$ cat config.mk
export PLATFORM = sky130hd
export DESIGN_NAME = esn_step_sequencer
export DESIGN_NICKNAME = d
export VERILOG_FILES = /design/src/rtl/esn_step_sequencer.sv
export SDC_FILE = /design/constraint.sdc
export NUM_CORES = 1
export LEC_CHECK = 0
export CAP_MARGIN = 20
export CORE_AREA = 2 2 315 317
export CTS_BUF_LIST = sky130_fd_sc_hd__clkbuf_16
export DETAILED_ROUTE_END_ITERATION = 10
export DIE_AREA = 0 0 317 319
export GPL_ROUTABILITY_DRIVEN = 0
export GPL_TIMING_DRIVEN = 0
export MAX_ROUTING_LAYER = met4
export PLACE_DENSITY = 0.49
export SETUP_SLACK_MARGIN = 0.05
export SLEW_MARGIN = 10
export SYNTH_ARGS = -nofsm -noshare
export SYNTH_HDL_FRONTEND = slang
export SYNTH_SLANG_ARGS = --single-unit
export TNS_END_PERCENT = 10
$ cat constraint.sdc
create_clock -name clk -period 3.9 [get_ports clk]
set_input_delay 1.17 -clock clk [delete_from_list [all_inputs] [get_ports clk]]
set_output_delay 1.17 -clock clk [all_outputs]
set_load 0.01 [all_outputs]
$ cat src/rtl/esn_step_sequencer.sv
`default_nettype none
// ============================================================================
// Module      : esn_step_sequencer
// Description : Upstream/feedback stage of the reservoir PE. Stores the
//               synapse bank and reservoir state x(t), collects the serial
//               input samples u(t), enables the PE for PE_LAT cycles, captures
//               x(t+1) and hands it downstream with valid/ready.
// Revision    : 1.0 - initial release
// ============================================================================
module esn_step_sequencer #(
    parameter int WORD_LEN = 16,
    parameter int NEU_IN   = 8,
    parameter int NEU_OUT  = 4,
    parameter int PE_LAT   = 2
) (
    input  logic                                clk,
    input  logic                                rst,
    input  logic                                u_valid,
    output logic                                u_ready,
    input  logic [WORD_LEN-1:0]                 u_data,
    input  logic                                w_we,
    input  logic [4:0]                          w_addr,
    input  logic [WORD_LEN-1:0]                 w_data,
    input  logic                                clr_state,
    output logic                                pe_ce,
    output logic [WORD_LEN*NEU_IN-1:0]          pe_data,
    output logic [WORD_LEN*NEU_IN*NEU_OUT-1:0]  pe_weight,
    input  logic [WORD_LEN*NEU_OUT-1:0]         pe_q,
    output logic                                x_valid,
    input  logic                                x_ready,
    output logic [WORD_LEN*NEU_OUT-1:0]         x_data,
    output logic                                busy
);

    // Input samples fill the PE inputs not used by the state feedback
    localparam int U_WORDS = NEU_IN - NEU_OUT;
    localparam int N_SYN   = NEU_IN * NEU_OUT;
    localparam int CNT_W   = (U_WORDS > 1) ? $clog2(U_WORDS) : 1;
    localparam int RUN_W   = 4;

    localparam logic [CNT_W-1:0] c_CNT_LAST = CNT_W'(U_WORDS - 1);
    localparam logic [RUN_W-1:0] c_RUN_LAST = RUN_W'(PE_LAT - 1);

    typedef enum logic [1:0] {
        S_COLLECT = 2'd0,
        S_RUN     = 2'd1,
        S_OUTPUT  = 2'd2
    } state_t;

    state_t                r_state;
    state_t                w_state_nxt;
    logic [CNT_W-1:0]      r_cnt;
    logic [RUN_W-1:0]      r_run_cnt;
    logic [WORD_LEN-1:0]   r_u     [U_WORDS];
    logic [WORD_LEN-1:0]   r_x     [NEU_OUT];
    logic [WORD_LEN-1:0]   r_wbank [N_SYN];

    logic                  w_u_accept;
    logic                  w_run_done;
    logic                  w_w_allow;
    logic                  w_clr_ok;

    assign w_u_accept = u_valid && (r_state == S_COLLECT);
    assign w_run_done = (r_state == S_RUN) && (r_run_cnt == c_RUN_LAST);
    assign w_w_allow  = w_we && (r_state != S_RUN);
    assign w_clr_ok   = clr_state && (r_state == S_COLLECT) && (r_cnt == '0);

    // State register
    always_ff @(posedge clk) begin
        if (rst) begin
            r_state <= S_COLLECT;
        end else begin
            r_state <= w_state_nxt;
        end
    end

    // Next-state and control outputs; outputs are forced low while in reset
    always_comb begin
        w_state_nxt = r_state;
        u_ready     = 1'b0;
        pe_ce       = 1'b0;
        x_valid     = 1'b0;
        busy        = 1'b0;
        case (r_state)
            S_COLLECT: begin
                u_ready = !rst;
                if (w_u_accept && (r_cnt == c_CNT_LAST)) begin
                    w_state_nxt = S_RUN;
                end
            end
            S_RUN: begin
                pe_ce = !rst;
                busy  = !rst;
                if (w_run_done) begin
                    w_state_nxt = S_OUTPUT;
                end
            end
            S_OUTPUT: begin
                x_valid = !rst;
                if (x_ready) begin
                    w_state_nxt = S_COLLECT;
                end
            end
            default: begin
                w_state_nxt = S_COLLECT;
            end
        endcase
    end

    // Sample counter and PE latency counter
    always_ff @(posedge clk) begin
        if (rst) begin
            r_cnt     <= '0;
            r_run_cnt <= '0;
        end else begin
            if (w_u_accept) begin
                r_cnt <= (r_cnt == c_CNT_LAST) ? '0 : r_cnt + CNT_W'(1);
            end
            if (r_state == S_RUN) begin
                r_run_cnt <= w_run_done ? '0 : r_run_cnt + RUN_W'(1);
            end
        end
    end

    // Input sample buffer, written in arrival order
    always_ff @(posedge clk) begin
        if (rst) begin
            for (int i = 0; i < U_WORDS; i++) begin
                r_u[i] <= '0;
            end
        end else if (w_u_accept) begin
            r_u[r_cnt] <= u_data;
        end
    end

    // Synapse bank; writes during RUN are dropped so the PE sees stable weights
    always_ff @(posedge clk) begin
        if (rst) begin
            for (int i = 0; i < N_SYN; i++) begin
                r_wbank[i] <= '0;
            end
        end else if (w_w_allow) begin
            r_wbank[w_addr] <= w_data;
        end
    end

    // Reservoir state: captures PE output at the end of RUN, or clears between steps
    always_ff @(posedge clk) begin
        if (rst) begin
            for (int i = 0; i < NEU_OUT; i++) begin
                r_x[i] <= '0;
            end
        end else if (w_run_done) begin
            for (int i = 0; i < NEU_OUT; i++) begin
                r_x[i] <= pe_q[i*WORD_LEN +: WORD_LEN];
            end
        end else if (w_clr_ok) begin
            for (int i = 0; i < NEU_OUT; i++) begin
                r_x[i] <= '0;
            end
        end
    end

    generate
        for (genvar i = 0; i < U_WORDS; i++) begin : g_pe_data_u
            assign pe_data[i*WORD_LEN +: WORD_LEN] = r_u[i];
        end
        for (genvar i = 0; i < NEU_OUT; i++) begin : g_pe_data_x
            assign pe_data[(U_WORDS+i)*WORD_LEN +: WORD_LEN] = r_x[i];
            assign x_data[i*WORD_LEN +: WORD_LEN]            = r_x[i];
        end
        for (genvar i = 0; i < N_SYN; i++) begin : g_pe_weight
            assign pe_weight[i*WORD_LEN +: WORD_LEN] = r_wbank[i];
        end
    endgenerate

endmodule
`default_nettype wire

Yosys cells after proc, flatten, opt, wreduce, memory -nomap -nowiden --
Memories as Yosys holds them, arrays and structs flattened. Index checks and enable logic that the tools add are counted.
Storage, ports and cells: input bits 107, output and inout port bits 708, register bits 8, logic and storage cells 74, RAM bits 640, memories 3
Memories:
- r_wbank | words 32, bits a word 16, rd ports 32, clocked after memory_dff 0, write ports 32, line 56 | logic [WORD_LEN-1:0] r_wbank [N_SYN];
- r_u | words 4, bits a word 16, rd ports 4, clocked after memory_dff 0, write ports 4, line 54 | logic [WORD_LEN-1:0] r_u [U_WORDS];
- r_x | words 4, bits a word 16, rd ports 4, clocked after memory_dff 0, write ports 4, line 55 | logic [WORD_LEN-1:0] r_x [NEU_OUT];
Cells by class: eq/ne operators 8, add/sub/neg operators 2, bitwise gates (word level) 8, muxes and demuxes 38, reductions and logical operators 12
Operators with widths (number):
- two-way mux 16 bit | 10
- OR reduction 16 bit | 2
- two-way mux 1 bit | 20
- two-way mux 2 bit | 5
- OR 1 bit | 8
- logical AND 1 bit | 6
- one-hot mux 2 bit (3 select lines) | 1
- two-way mux 5 bit | 1
- adder 4 x 1 -> 4 bit (second input constant) | 1
- == test 2 bit (second input constant) | 2
- == test 4 x 1 -> 1 bit (second input constant) | 1
- logical NOT 2 bit | 2
- two-way mux 4 bit | 1
- inequality test 2 x 1 -> 1 bit (second input constant) | 2
- inequality test 2 bit (second input constant) | 2
- AND reduction 3 bit | 1
- adder 2 x 1 -> 2 bit (second input constant) | 1
- == test 2 x 1 -> 1 bit (second input constant) | 1
- logical NOT 1 bit | 1

Depth between registers and ports, before layout --
word-level depth 8, gate-level depth with buffers 7, mapped depth without buffers 5

Worst setup path before layout --
OpenSTA, ideal clock, no wires.
path type in2out, start point in rst, end point out pe_ce, slack 0.551 ns, required time 2.730 ns, cell stages on the path 5, arrival time 2.179 ns, buffers on the path 4, cells stage by stage buf_2 clkbuf_1 clkbuf_1 nor2_1 buf_4
Between the ends: longest elaborated chain between the ends 2
RTL lines:
- start: declaration | line 17 | input logic rst,
- logical NOT 1 bit
- two-way mux 1 bit
- end: declaration | line 25 | output logic pe_ce,
Every way passes these cells.

Worst setup path after layout --
start point in rst, end point out u_ready
Between the ends: longest elaborated chain between the ends 2
RTL lines:
- logical NOT 1 bit | line 86 | u_ready = !rst;
- two-way mux 1 bit | line 84 | case (r_state)
- end: declaration | line 19 | output logic u_ready,
Every way passes these cells.

==> impl_metrics.yaml <==
sta:
  finalSetupViolCount: 0
  drv_slew: 0
  rsz0062_at_grt: "false"
  fin_crit_sh: 0.966
  skew_ns: 0.0215
  fin_setup_tns_ns: 0
  fmax_mhz: 265
  finalCriticalPeriod_ns: 3.77
  setup_ws_ns: 0.132
  slew_headroom: 0.210
  tightest_slew_ns: 1.19
  finalHoldViolCount: 0
  whs_ns: 0.507
cts:
  clockRootBuffer: "clkbuf_16"
  cts_sinks: 648
  clockBufferDepth: 3
  cts_setup_buffers: 0
  cts_made_buffers: 74
  insertion_delay_ns: 0.65
  cts_tree: "yes"
  h-tree-depth: 3
  clk_pin_slew_ns: 0.05
synthesis:
  synth_flop_cell: "edfxtp_1"
  synth_seq_cells: 648
  synth.avg_cell_area_um2: 14.2
  ys_seq_area_frac: 0.755
  synth_cell_type_count: 47
  synth_top_area_share: 0.723
  yosys-top-cells-area: "edfxtp_1 72%, nor2_1 6.2%, nor2_4 4.0%"
  synth_area_leader_cell: "edfxtp_1"
  synth_edf_count: 608
  syn_nets: 1883
  synthCells: 1772
  synth_area_mm2: 0.0252
  yosys_warnings: 0
  async_flop_share: 0
detailed_routing:
  totalWireLength_um: 107000
  dr_wl_met2_um: 54300
  num_vias: 17881
  ant_nets: 0
  top_layer: "met4"
  drc: 0
  dr.pass1.iters: 6
  wl_met3_um: 8430
  routedWlPerCell_um: 26.6
  vias_per_cell: 4.46
  wl_met1_um: 41300
  drt_iter0_markers: 1477
global_routing:
  grt_pass1_vias: 18026
  grt_pass1_wl_um: 144000
  track_usage: 0.211
  antenna_found_initial: 7
  overflow: 0
  grt_max_degree: 17
floorplanning:
  std_cell_rows: 115
  die-area_mm2: 0.101
  core_mm2: 0.0977
  die_x_um: 317
  start_util: 0.258
  io_pins: 815
  die_h_um: 319
cells_and_area:
  final_util: 0.385
  area_growth_pct: 49.0
  final_cell_area_mm2: 0.0376
  drive_gt1_frac: 0.146
  fin_nets: 2767
  fillers: 9286
critical_path:
  setup.worst_path.class: "primary input to primary output"
  crit_start: "rst"
  endpoint_kind: "primary output"
  crit_path_start_kind: "primary input"
  r2r-start: "r_cnt[1]"
  timing.critical_path.fanout_max: 10
  arrival_ns: 2.60
  worstPathCellList: "clkbuf_4 > buf_6 > clkbuf_16 > clkbuf_8 > nor2_1 > clkdlybuf4s50_1"
  worstPathRequired_ns: 2.73
  cpPeakStageDelay_ns: 0.60
  worst_path_max_delay_cell: "clkdlybuf4s50_1"
pwr:
  ir_worst_vdd_v: 0.000306
  power_density_mw_per_mm2: 450
  p_leak_nw: 12.9
place:
  detailedPlace.worstSlack_ns: -1.55
  io_buffers: 798
  dpl_cell_area_mm2: 0.0350
  dpl.hpwl_um: 81500
worst_hold_path:
  worstHoldPathType: "flip-flop to flip-flop"
  hp-start: "r_run_cnt[3]"
status:
  outcome: "finished, final reports clean"
run:
  cap_violations: 0
worst paths after layout:
check,slack [ns],depth (start not counted),to
max,0.13,6,u_ready
min,0.51,2,r_run_cnt[3]
max reg2reg,0.93,6,r_x[2][15]
min reg2reg,0.51,2,r_run_cnt[3]
kinds of logic after synthesis:
kind of cell,Yosys count,share of synthesized area
multiplexers,2,0.000793
buffers and inverters,204,0.0477
flip-flops,648,0.755
AO/OA/AOI/OAI,88,0.0232
XOR/XNOR,1,0.000347
AND/OR/NAND/NOR,825,0.171
adder cells (fa/ha/maj),4,0.00198
synth_stat cells (all sizes together) (2+ instances only):
master,n
and2,96
or2,5
nand2b,3
nor4,18
clkbuf,47
a31o,17
and3b,4
dfxtp,40
or3b,2
ha,4
nand3,17
a21oi,21
nand4b,2
nor3b,6
inv,19
or3,4
mux2i,2
nor4b,2
o21ai,17
edfxtp,608
nor2b,2
a21o,32
nor3,6
nand2,134
nor2,519
buf,138
stage by stage:
step / instances / power [mW]
after floorplan: 1772 / 8.66
after global placement: 3857 / 9.77
after detailed placement: 3867 / 9.79
after CTS: 4002 / 17.1
after global routing: 4005 / 17.4
final: 4008 / 16.9
worst max-delay path, delay by kind of cell:
| family | cells | cell delay, ns |
|---|---|---|
| buffers and inverters | 5 | 1.30 |
| and+or+nand+nor | 1 | 0.12 |
sequential cells by signal (all words and copies together), names as in the netlist:
signal	flops
r_cnt	2
r_run_cnt	4
r_state	2
r_u	64
r_wbank	512
r_x	64
report_power, final:
group	switching (mW)	total, mW	internal (mW)
clock network	2.96	7.29	4.33
logic	0.911	1.62	0.709
registers	0.116	8.01	7.90
total	3.98	16.9	12.9
cell usage in the layout (no fill, tap or decap), types with 6 or more instances in the layout:
| cell | n |
|---|---|
| inv_1 | 27 |
| buf_6 | 11 |
| o21ai_0 | 16 |
| buf_4 | 67 |
| a21o_1 | 32 |
| clkinv_1 | 13 |
| nand3_1 | 17 |
| a31o_2 | 17 |
| a21oi_1 | 21 |
| dfxtp_1 | 40 |
| clkbuf_2 | 6 |
| buf_8 | 13 |
| clkdlybuf4s50_1 | 795 |
| nor4_1 | 16 |
| clkbuf_1 | 38 |
| edfxtp_1 | 608 |
| nand2_1 | 134 |
| diode_2 | 6 |
| clkbuf_16 | 78 |
| nor3b_1 | 6 |
| nor2_1 | 418 |
| and2_1 | 96 |
| nor2_4 | 91 |
| bufinv_16 | 11 |
| buf_1 | 10 |
| buf_2 | 47 |
| nor2_2 | 10 |
| clkinv_2 | 15 |
layer usage:
layer | vias up | GRT usage
met2 | 738 | 0.356
met3 | 133 | 0.0569
met5 | - | -
met4 | 0 | 0.0581
li1 | 7843 | -
met1 | 9167 | 0.246
final cells by class:
type / instances / area (um2) / area share
well taps: 1287 / 1610 / 0.0428
diodes: 6 / 15.0 / 0.000399
clock buffers: 77 / 1930 / 0.0512
multi-input cells: 920 / 5020 / 0.134
plain buffers: 185 / 1190 / 0.0316
inverters: 19 / 71.3 / 0.00190
clock inverters: 58 / 602 / 0.0160
repair buffers: 808 / 8110 / 0.216
flip-flops and latches: 648 / 19100 / 0.507
repair_timing:
item / in CTS / in global routing
hold buffers: 0 / 0
resized for setup: 20 / 2
endpoints found under the setup margin: 468 / 1
No activity file was read; power rests on OpenSTA's default activity.
